[config.mk]
export PLATFORM = sky130hd
export DESIGN_NAME = alu_control_sequencer
export DESIGN_NICKNAME = d
export VERILOG_FILES = /design/src/rtl/alu_control_sequencer.sv
export SDC_FILE = /design/constraint.sdc
export NUM_CORES = 1
export LEC_CHECK = 0
export ABC_AREA = 1
export CORE_ASPECT_RATIO = 0.5
export CORE_MARGIN = 3
export CORE_UTILIZATION = 30
export DETAILED_ROUTE_END_ITERATION = 7
export SETUP_SLACK_MARGIN = 0.3
export SYNTH_ARGS = -nofsm -noshare
export SYNTH_HDL_FRONTEND = slang
export SYNTH_SLANG_ARGS = --single-unit
[constraint.sdc]
create_clock -name clk -period 1.3 [get_ports clk]
set_input_delay 0.26 -clock clk [delete_from_list [all_inputs] [get_ports clk]]
set_output_delay 0.26 -clock clk [all_outputs]
set_load 0.01 [all_outputs]
[src/rtl/alu_control_sequencer.sv]
// alu_control_sequencer: command-driven control-word sequencer for the adder/accumulator datapath.
// Optional one-entry command skid buffer enabled by defining ALU_SEQ_SKID_EN.
module alu_control_sequencer #(
    parameter int DATA_W = 8,
    parameter int OP_W   = 3
) (
    input  logic              clk,
    input  logic              rst,
    input  logic              i_cmd_valid,
    output logic              o_cmd_ready,
    input  logic [OP_W-1:0]   i_cmd_op,
    input  logic [DATA_W-1:0] i_cmd_data,
    output logic [DATA_W-1:0] o_bus_out,
    output logic              o_bus_drv,
    input  logic [DATA_W-1:0] i_bus_in,
    output logic              o_nla,
    output logic              o_nlb,
    output logic              o_ea,
    output logic              o_eu,
    output logic              o_sub,
    input  logic              i_cf_in,
    input  logic              i_zf_in,
    output logic              o_rsp_valid,
    input  logic              i_rsp_ready,
    output logic [DATA_W-1:0] o_rsp_data,
    output logic [1:0]        o_rsp_flags,
    output logic              o_cmd_err
);
    localparam logic [OP_W-1:0] OP_NOP = OP_W'(0);
    localparam logic [OP_W-1:0] OP_LDA = OP_W'(1);
    localparam logic [OP_W-1:0] OP_ADD = OP_W'(2);
    localparam logic [OP_W-1:0] OP_SUB = OP_W'(3);
    localparam logic [OP_W-1:0] OP_OUT = OP_W'(4);
    typedef enum logic [2:0] {S_IDLE, S_LDA, S_LDB, S_EXE, S_FLG, S_OUT, S_RSP} state_t;
    state_t r_state;
    logic r_is_sub;
    logic w_acc, w_have, w_free, w_disp;
    logic [OP_W-1:0] w_op;
    logic [DATA_W-1:0] w_dat;
    // w_free marks the edge at which the FSM would be in or return to IDLE
    assign w_acc  = i_cmd_valid & o_cmd_ready;
    assign w_free = (r_state == S_IDLE) | (r_state == S_LDA) | ((r_state == S_RSP) & i_rsp_ready);
    assign w_disp = w_free & w_have;
`ifdef ALU_SEQ_SKID_EN
    logic r_skid_full;
    logic [OP_W-1:0] r_skid_op;
    logic [DATA_W-1:0] r_skid_data;
    logic w_store;
    assign o_cmd_ready = !r_skid_full;
    assign w_have  = r_skid_full | w_acc;
    assign w_op    = r_skid_full ? r_skid_op : i_cmd_op;
    assign w_dat   = r_skid_full ? r_skid_data : i_cmd_data;
    assign w_store = w_acc & (r_skid_full | !w_disp);
    always_ff @(posedge clk) begin
        if (rst) begin
            r_skid_full <= 1'b0;
        end else begin
            r_skid_full <= (r_skid_full & !w_disp) | w_store;
            if (w_store) begin
                r_skid_op   <= i_cmd_op;
                r_skid_data <= i_cmd_data;
            end
        end
    end
`else
    assign o_cmd_ready = (r_state == S_IDLE);
    assign w_have = w_acc;
    assign w_op   = i_cmd_op;
    assign w_dat  = i_cmd_data;
`endif
    always_ff @(posedge clk) begin
        if (rst) begin
            r_state     <= S_IDLE;
            r_is_sub    <= 1'b0;
            o_bus_out   <= '0;
            o_bus_drv   <= 1'b0;
            o_nla       <= 1'b1;
            o_nlb       <= 1'b1;
            o_ea        <= 1'b0;
            o_eu        <= 1'b0;
            o_sub       <= 1'b0;
            o_rsp_valid <= 1'b0;
            o_rsp_data  <= '0;
            o_rsp_flags <= 2'b00;
            o_cmd_err   <= 1'b0;
        end else begin
            o_bus_out <= '0;
            o_bus_drv <= 1'b0;
            o_nla     <= 1'b1;
            o_nlb     <= 1'b1;
            o_ea      <= 1'b0;
            o_eu      <= 1'b0;
            o_sub     <= 1'b0;
            o_cmd_err <= 1'b0;
            case (r_state)
                S_LDA: r_state <= S_IDLE;
                S_LDB: begin
                    r_state <= S_EXE;
                    o_eu    <= 1'b1;
                    o_nla   <= 1'b0;
                    o_sub   <= r_is_sub;
                end
                S_EXE: r_state <= S_FLG;
                S_FLG: begin
                    r_state     <= S_RSP;
                    o_rsp_flags <= {i_zf_in, i_cf_in};
                    o_rsp_data  <= '0;
                    o_rsp_valid <= 1'b1;
                end
                S_OUT: begin
                    r_state     <= S_RSP;
                    o_rsp_data  <= i_bus_in;
                    o_rsp_valid <= 1'b1;
                end
                S_RSP: if (i_rsp_ready) begin
                    r_state     <= S_IDLE;
                    o_rsp_valid <= 1'b0;
                end
                default: r_state <= S_IDLE;
            endcase
            // a dispatched command overrides the IDLE return and registers its first control word
            if (w_disp) begin
                r_is_sub <= (w_op == OP_SUB);
                case (w_op)
                    OP_NOP: r_state <= S_IDLE;
                    OP_LDA: begin
                        r_state   <= S_LDA;
                        o_bus_drv <= 1'b1;
                        o_bus_out <= w_dat;
                        o_nla     <= 1'b0;
                    end
                    OP_ADD, OP_SUB: begin
                        r_state   <= S_LDB;
                        o_bus_drv <= 1'b1;
                        o_bus_out <= w_dat;
                        o_nlb     <= 1'b0;
                    end
                    OP_OUT: begin
                        r_state <= S_OUT;
                        o_ea    <= 1'b1;
                    end
                    default: begin
                        r_state   <= S_IDLE;
                        o_cmd_err <= 1'b1;
                    end
                endcase
            end
        end
    end
endmodule

# Yosys cells after proc, flatten, opt, wreduce, memory -nomap -nowiden
# Index checks and enable logic that the tools add are counted.
totals:
  word_cells: 60
  inputBits: 25
  output_inout_bits: 27
  ff_bits: 30
classes:
  n_mux: 15
  eq_ne: 12
  n_reduce_logical: 12
  bitwise: 8
ops:
  columns: ["cell", "n"]
  rows:
  - ["one-hot mux 8 bit (2 select lines)", 1]
  - ["== test 3 x 2 -> 1 bit, second input constant", 4]
  - ["== test 3 bit, second input constant", 4]
  - ["one-hot mux 3 bit (4 select lines)", 1]
  - ["2-to-1 mux 1 bit", 9]
  - ["one-hot mux 3 bit (3 select lines)", 1]
  - ["OR reduction 2 bit", 4]
  - ["== test 3 x 1 -> 1 bit, second input constant", 2]
  - ["zero test 3 bit", 2]
  - ["2-to-1 mux 3 bit", 2]
  - ["OR reduction 3 bit", 2]
  - ["OR reduction 5 bit", 1]
  - ["nonzero test 2 bit", 2]
  - ["AND 1 bit", 3]
  - ["inequality test 3 bit, second input constant", 1]
  - ["NOT 1 bit", 3]
  - ["inequality test 2 bit, second input constant", 1]
  - ["bitwise OR 1 bit", 2]
  - ["one-hot mux 1 bit (2 select lines)", 1]
  - ["AND reduction 2 bit", 1]

# Longest topological paths before layout
# Gate-level depths: netlist (run 1).
logic_depth:
  depth_word: 6
  ltp_mapped: 6
  depth_no_buf: 6

# Worst setup path before layout (run 1)
# OpenSTA, ideal clock, no wires.
synth_path:
  path_type: "register -> register"
  start: "register r_state[0]"
  end: "register o_bus_out[0]"
  synth_period_minus_slack_ps: 960
  stages_incl_launch_ff: 5
  arrival_ps: 887
  t_required_ps: 1227
  setup_time_ps: 73
  n_path_buf: 1
  setup_slack_ps: 340
  path_cell_list: "dfxtp_1 -> nor2_2 -> nand4_2 -> buf_6 -> nor3b_2"
synth_via:
  elab_chain_len: 6
  word_cells_on_any_way: 10
  cone_classes: "eq/ne (2); bitwise (6); reduce/logical (2)"
synth_lines:
  columns: ["element", "line", "rtl"]
  rows:
  - ["start: declaration", "35", "state_t r_state;"]
  - ["start signal: assignment", "73", "r_state <= S_IDLE;"]
  - ["start signal: assignment", "96", "S_LDA: r_state <= S_IDLE;"]
  - ["start signal: assignment", "98", "r_state <= S_EXE;"]
  - ["== test 3 x 1 -> 1 bit (tied with other cells)", "42", "assign w_free = (r_state == S_IDLE) | (r_state == S_LDA) | ((r_state == S_RSP) & i_rsp_ready);"]
  - ["bitwise OR 1 bit / AND 1 bit (equally long branches)", "42", null]
  - ["bitwise OR 1 bit", "42", null]
  - ["AND 1 bit (*)", "43", "assign w_disp = w_free & w_have;"]
  - ["NOT 1 bit (no source line) (*)", null, null]
  - ["OR reduction 3 bit (no source line) (*)", null, null]
  - ["end signal: assignment", "129", "o_bus_out <= w_dat;"]
  - ["end signal: assignment", "135", "o_bus_out <= w_dat;"]
  - ["end: declaration", "13", "output logic [DATA_W-1:0] o_bus_out,"]
# Every way passes the cells marked *; elsewhere a longest branch is shown, timed or not.
# A chain may end at the register's enable or synchronous reset.

# Final worst setup path (run 1)
layout_path:
  start: "register r_state[1]"
  end: "register o_bus_out[3]"
# Same word-level chain as after synthesis.

==> flow_metrics.py, run 1 <==
metrics = {
    "final_layout": {
        "diodes": 0,
        "drive_gt1_frac": 0.487,
        "stdcell_count": 241,
        "syn_to_final_growth_pct": 78.4,
        "fin_util": 0.603,
        "layout.nets": 217,
    },
    "logic_synthesis": {
        "syn_area_per_cell_sq_um": 8.86,
        "syn-instance-count": 123,
        "synth-seq-cells": 30,
        "yosys.area_share.simple": 0.333,
        "synth_top_family_by_area": "simple AND/OR/NAND/NOR gates",
        "netlist_area_sq_um": 1090,
        "syn-num-nets": 148,
        "yosysSeqAreaShare": 0.551,
        "synth.distinct_cells": 20,
        "synth_xor_area_frac": 0,
        "synthAdderAreaFrac": 0,
        "synth_top_area_share": 0.551,
        "synth.area.mux_share": 0,
        "synth_warnings": 0,
        "yosys.area.top_type": "dfxtp_1",
        "synthTopCellsByArea": "dfxtp_1 55%, nand2_1 12%, nor3b_2 9.2%, nor2_1 4.5%, a21oi_1 4.1%",
        "synth_compound_area_frac": 0.0700,
    },
    "power_and_ir_drop": {
        "switchingPower_uw": 643,
        "clockPowerShare": 0.362,
        "seqPwrFrac": 0.403,
        "power_leakage_nw": 0.816,
        "p_int_mw": 1.85,
        "p_comb_frac": 0.235,
        "power_density_nw_per_um2": 1280,
        "switching_share": 0.258,
        "ir_drop_mv": 0.691,
    },
    "job": {
        "maxCapViolCount": 0,
    },
    "global_routing": {
        "overflow": 0,
        "grt_pass1_vias": 963,
        "grt_pass1_wl_um": 4400,
        "grt_start_max_net_pins": 11,
        "grtUsageTotal": 0.127,
        "antenna_found_initial": 0,
    },
    "placement": {
        "post-place-cells": 230,
        "place.gp.congestion": 0.712,
        "hpwl_um": 1950,
        "io_buffers": 51,
        "place_ws_ps": -62.9,
    },
    "setup_path": {
        "r2r-start": "r_state[1]",
        "r2r_cells": 5,
        "start_kind": "register",
        "crit_required_ps": 1510,
        "end_kind": "register",
        "crit_fanout": 5,
        "worstReg2RegEnd": "o_bus_out[3]",
        "r2r_setup_slack_ps": 130,
        "cp.arrival_ps": 1380,
        "critical_path_class": "register to register",
    },
    "sta": {
        "fin_crit_sh": 0.902,
        "slew-limit-headroom": 0.863,
        "fmax_ghz": 0.853,
        "setup_ws_ps": 127,
        "finalHoldViolCount": 0,
        "setup_viol": 0,
        "worstMarginPinSlew_ps": 205,
        "skew_ps": 6.60,
        "fin_tns_setup_ps": 0,
        "period_minus_slack_ps": 1170,
        "rsz0062_at_grt": "yes",
        "maxSlewViolCount": 0,
    },
    "route": {
        "wl_per_cell_um": 11.4,
        "vias": 1024,
        "postRouteAntennaNets": 0,
        "drc": 0,
        "drt-pass1-iter-count": 3,
        "first_iter_violations": 25,
        "vias_per_cell": 4.25,
        "wl_um": 2750,
    },
    "clock_network": {
        "cts_tree": "done",
        "cts_buffers": 5,
        "clockRootBuffer": "clkbuf_8",
        "clk_pin_slew_ps": 70,
        "clock_path_buffers": 2,
        "clk_latency_ps": 280,
        "clock_sinks": 30,
        "h-tree-depth": 2,
    },
    "floorplan": {
        "ioPinCount": 52,
        "rows": 14,
        "core_sq_um": 3220,
        "die_x_um": 91.2,
        "start_util": 0.338,
        "die_area_sq_um": 4440,
        "die_h_um": 48.6,
    },
    "min_path": {
        "hold_end": "o_sub",
        "whs_path_depth": 2,
        "min_path_type": "register to register",
        "hold_start": "r_is_sub",
    },
    "run_status": {
        "status": "complete, no violations",
    },
}
-- power groups by stage --
stage | Sequential [mW] | Clock (mW) | Combinational [mW]
CTS | 0.997 | 0.930 | 0.507
global route | 1.01 | 0.978 | 0.636
finish | 1.01 | 0.903 | 0.588
floorplan | 1.04 | 0 | 0.186
global placement | 1.01 | 0 | 0.477
detailed placement | 1.01 | 0 | 0.481
-- per-stage QoR --
step           area (sq um)  hold slack, ps  power, mW
6_report               1940             443       2.50
5_1_grt                1940             482       2.63
4_1_cts                1800             447       2.43
3_5_place_dp           1750             443       1.49
3_3_place_gp           1750             441       1.49
2_1_floorplan          1090             344       1.23
-- final cells by class --
type / instances / area (sq um)
inverters: 8 / 32.5
clock buffers: 5 / 68.8
multi-input cells: 82 / 503
clock inverters: 3 / 40.0
fillers: 307 / 1280
flip-flops and latches: 30 / 621
well taps: 48 / 60.1
repair buffers: 65 / 619
-- metal layers --
metal | vias up | GRT usage | share of wire
li1 | 532 | - | -
met1 | 451 | 0.146 | 0.43
met2 | 37 | 0.196 | 0.47
met3 | 4 | 0.0619 | 0.085
met4 | 0 | 0.0675 | 0.017
met5 | - | 0 | 0
-- cells in the final DEF, fill, tap and decap left out, types with 2 or more instances in the layout --
master and n:
nand2_1 29, clkdlybuf4s50_1 24, buf_6 17, dfxtp_2 16, dfxtp_1 14, buf_2 14
nor2_1 10, nor3b_2 8, a21oi_1 8, buf_4 7, nand3_1 6, nand2_2 5
clkbuf_8 5, nor2_4 4, inv_1 4, inv_2 3, o21ai_1 3, nor2_2 2
clkinv_2 2, buf_12 2
-- worst max-delay path, cell delays in order, from the launching register on --
cell and delay, ps:
dfxtp_2 330, buf_6 120, nor2_4 150, nand4_4 170, buf_12 180, nor3b_2 150
-- cell families (layout without fill, tap and decap cells) --
kind of cell	Yosys count	in the layout
AOI/OAI and AO/OA	14	14
buffers and inverters	11	81
DFF	30	30
and+or+nand+nor	68	68
-- worst max-delay path by stage --
| stage | from | end | cells past startpoint |
|---|---|---|---|
| detailed placement | i_cmd_valid | o_bus_out[1] | 4 |
| global placement | i_cmd_op[1] | r_state[2] | 6 |
| finish | r_state[1] | o_bus_out[3] | 5 |
| global route | r_state[1] | o_bus_out[3] | 5 |
| CTS | r_state[1] | o_cmd_ready | 2 |
| floorplan | r_state[0] | o_bus_out[0] | 4 |
-- state kept, by name, indices dropped and copies added, names as in the netlist --
name / cells
o_rsp_data: 8
o_sub: 1
o_nla: 1
o_rsp_flags: 2
o_cmd_err: 1
o_ea: 1
o_bus_out: 8
r_state: 3
r_is_sub: 1
o_nlb: 1
o_bus_drv: 1
o_eu: 1
o_rsp_valid: 1
-- what timing repair did --
item,4_1_cts,5_1_grt
endpoints found under the setup margin,56,50
pin swaps,6,6
cloned,0,1
hold buffers,0,0
buffers inserted,1,1
gates resized for setup,134,27
-- cell usage after synthesis, drive strengths merged --
cell,instances
o21a,1
nand2,34
o21ai,4
nand3,7
nor3,2
a21oi,9
clkbuf,1
nor2,16
dfxtp,30
buf,2
inv,8
nor3b,8
nand4,1
(Power assumes the default switching activity.)
==> run 2, diff against run 1 <==
CTS_CLUSTER_DIAMETER = 100   (was default)
==> results of run 2 <==
Same layout as run 1: the final DEF is identical, and so are final timing and power.
==> run 3, diff against run 2 <==
CORE_UTILIZATION = 39   (was 30)
PLACE_DENSITY_LB_ADDON = 0.3   (was default)
==> run 3 against run 2 <==
Compared with the run above:
- sequential power barely moved
- core utilization rose by 20 points
- non-clock buffer count fell by 1
- largest cell class unchanged
==> flow_metrics.py, run 3 (same netlist as run 1, synthesis figures left out) <==
metrics = {
    "run_status": {
        "status": "complete, no violations",
    },
    "floorplan": {
        "ioPinCount": 52,
        "core_sq_um": 2430,
        "start_util": 0.448,
        "die_area_sq_um": 3500,
        "rows": 12,
        "die_x_um": 80.8,
        "die_h_um": 43.4,
    },
    "setup_path": {
        "end_kind": "register",
        "critical_path_class": "register to register",
        "crit_required_ps": 1500,
        "start_kind": "register",
        "cp.arrival_ps": 1420,
        "crit_fanout": 5,
    },
    "power_and_ir_drop": {
        "power_leakage_nw": 0.819,
        "power_density_nw_per_um2": 1230,
        "total_power_mw": 2.41,
        "ir_drop_mv": 0.866,
    },
    "job": {
        "maxCapViolCount": 0,
    },
    "placement": {
        "hpwl_um": 1880,
        "io_buffers": 51,
        "post-place-cells": 216,
        "place.gp.congestion": 0.827,
    },
    "clock_network": {
        "cts_buffers": 5,
        "clk_pin_slew_ps": 60,
        "clock_sinks": 30,
        "clk_latency_ps": 270,
        "cts_hold_buf": 0,
        "cts_tree": "done",
        "clockRootBuffer": "clkbuf_8",
        "h-tree-depth": 2,
        "clock_path_buffers": 2,
    },
    "sta": {
        "skew_ps": 3.29,
        "fin_crit_sh": 0.933,
        "maxSlewViolCount": 0,
        "setup_viol": 0,
        "finalHoldViolCount": 0,
        "fmax_ghz": 0.824,
        "rsz0062_at_grt": "yes",
        "period_minus_slack_ps": 1210,
        "slew-limit-headroom": 0.844,
        "worstMarginPinSlew_ps": 233,
    },
    "global_routing": {
        "antenna_found_initial": 0,
        "grtUsageTotal": 0.169,
        "grt_start_max_net_pins": 13,
        "overflow": 0,
        "grt_pass1_wl_um": 4370,
        "grt_pass1_vias": 974,
    },
    "final_layout": {
        "diodes": 0,
        "drive_gt1_frac": 0.531,
        "layout.nets": 216,
        "syn_to_final_growth_pct": 79.6,
        "reg.largest.list": "o_bus_out x8, o_rsp_data x8, r_state x3",
        "layout_common_cells": "28 x nand2_1, 24 x clkdlybuf4s50_1, 18 x dfxtp_2",
        "stdcell_count": 227,
        "final_common_cell": "nand2_1",
    },
    "route": {
        "drc": 0,
        "wl_met1_um": 1240,
        "wl_met3_um": 242,
        "vias": 1082,
        "wl_met2_um": 1680,
        "top_layer": "met4",
        "postRouteAntennaNets": 0,
        "wl_um": 3210,
        "first_iter_violations": 34,
        "vias_per_cell": 4.77,
        "wl_per_cell_um": 14.2,
        "drt-pass1-iter-count": 4,
    },
    "min_path": {
        "min_path_type": "register to register",
    },
}
run 3: final timing paths:
kind / start / to / slack, ps / depth (start not counted)
worst max-delay path: r_state[0] / o_bus_out[7] / 90 / 5
worst min-delay path: r_is_sub / o_sub / 460 / 2
worst max register to register: r_state[0] / o_bus_out[7] / 90 / 5
worst min register to register: r_is_sub / o_sub / 460 / 2
run 3: metal layers:
metal | global-route usage | vias up
li1 | - | 532
met3 | 0.0768 | 4
met4 | 0.0808 | 0
met2 | 0.288 | 43
met5 | 0 | -
met1 | 0.182 | 503
run 3: area by class of cell:
cell class              instances  area (sq um)
flip-flops and latches         30           623
repair buffers                 64           608
multi-input cells              82           556
fillers                       158           475
clock buffers                   7          86.3
well taps                      35          43.8
inverters                       8          35.0
clock inverters                 1          5.00
run 3: power by group:
group | total (mW) | switching, mW | leakage, nW | internal [mW]
clock | 0.762 | 0.336 | 0.0482 | 0.426
combinational | 0.638 | 0.323 | 0.520 | 0.315
sequential | 1.01 | 0.0290 | 0.251 | 0.980
total | 2.41 | 0.688 | 0.819 | 1.72
run 3: stage by stage:
stage | utilization | worst slack (ps) | instance area [sq um] | setup TNS (ps) | hold slack, ps
floorplan | - | 340 | 1090 | 0 | 344
global placement | 0.709 | -15.8 | 1720 | -122 | 432
detailed placement | 0.709 | -63.9 | 1720 | -367 | 439
CTS | 0.720 | 131 | 1750 | 0 | 447
global route | 0.805 | 28.2 | 1960 | 0 | 456
finish | 0.805 | 86.5 | 1960 | 0 | 458
run 3: repair_timing:
item	4_1_cts	5_1_grt
gates cloned	0	1
gates resized for setup	135	41
setup buffers	0	2
endpoints found under the hold margin	0	0
pin swaps	5	13
endpoints found under the setup margin	56	45
run 3: worst max-delay path, stage by stage (launching register included):
cell and delay [ps]:
dfxtp_2 330, buf_6 120, nor2_4 170, nand4_4 170, clkbuf_16 210, nor3b_2 150
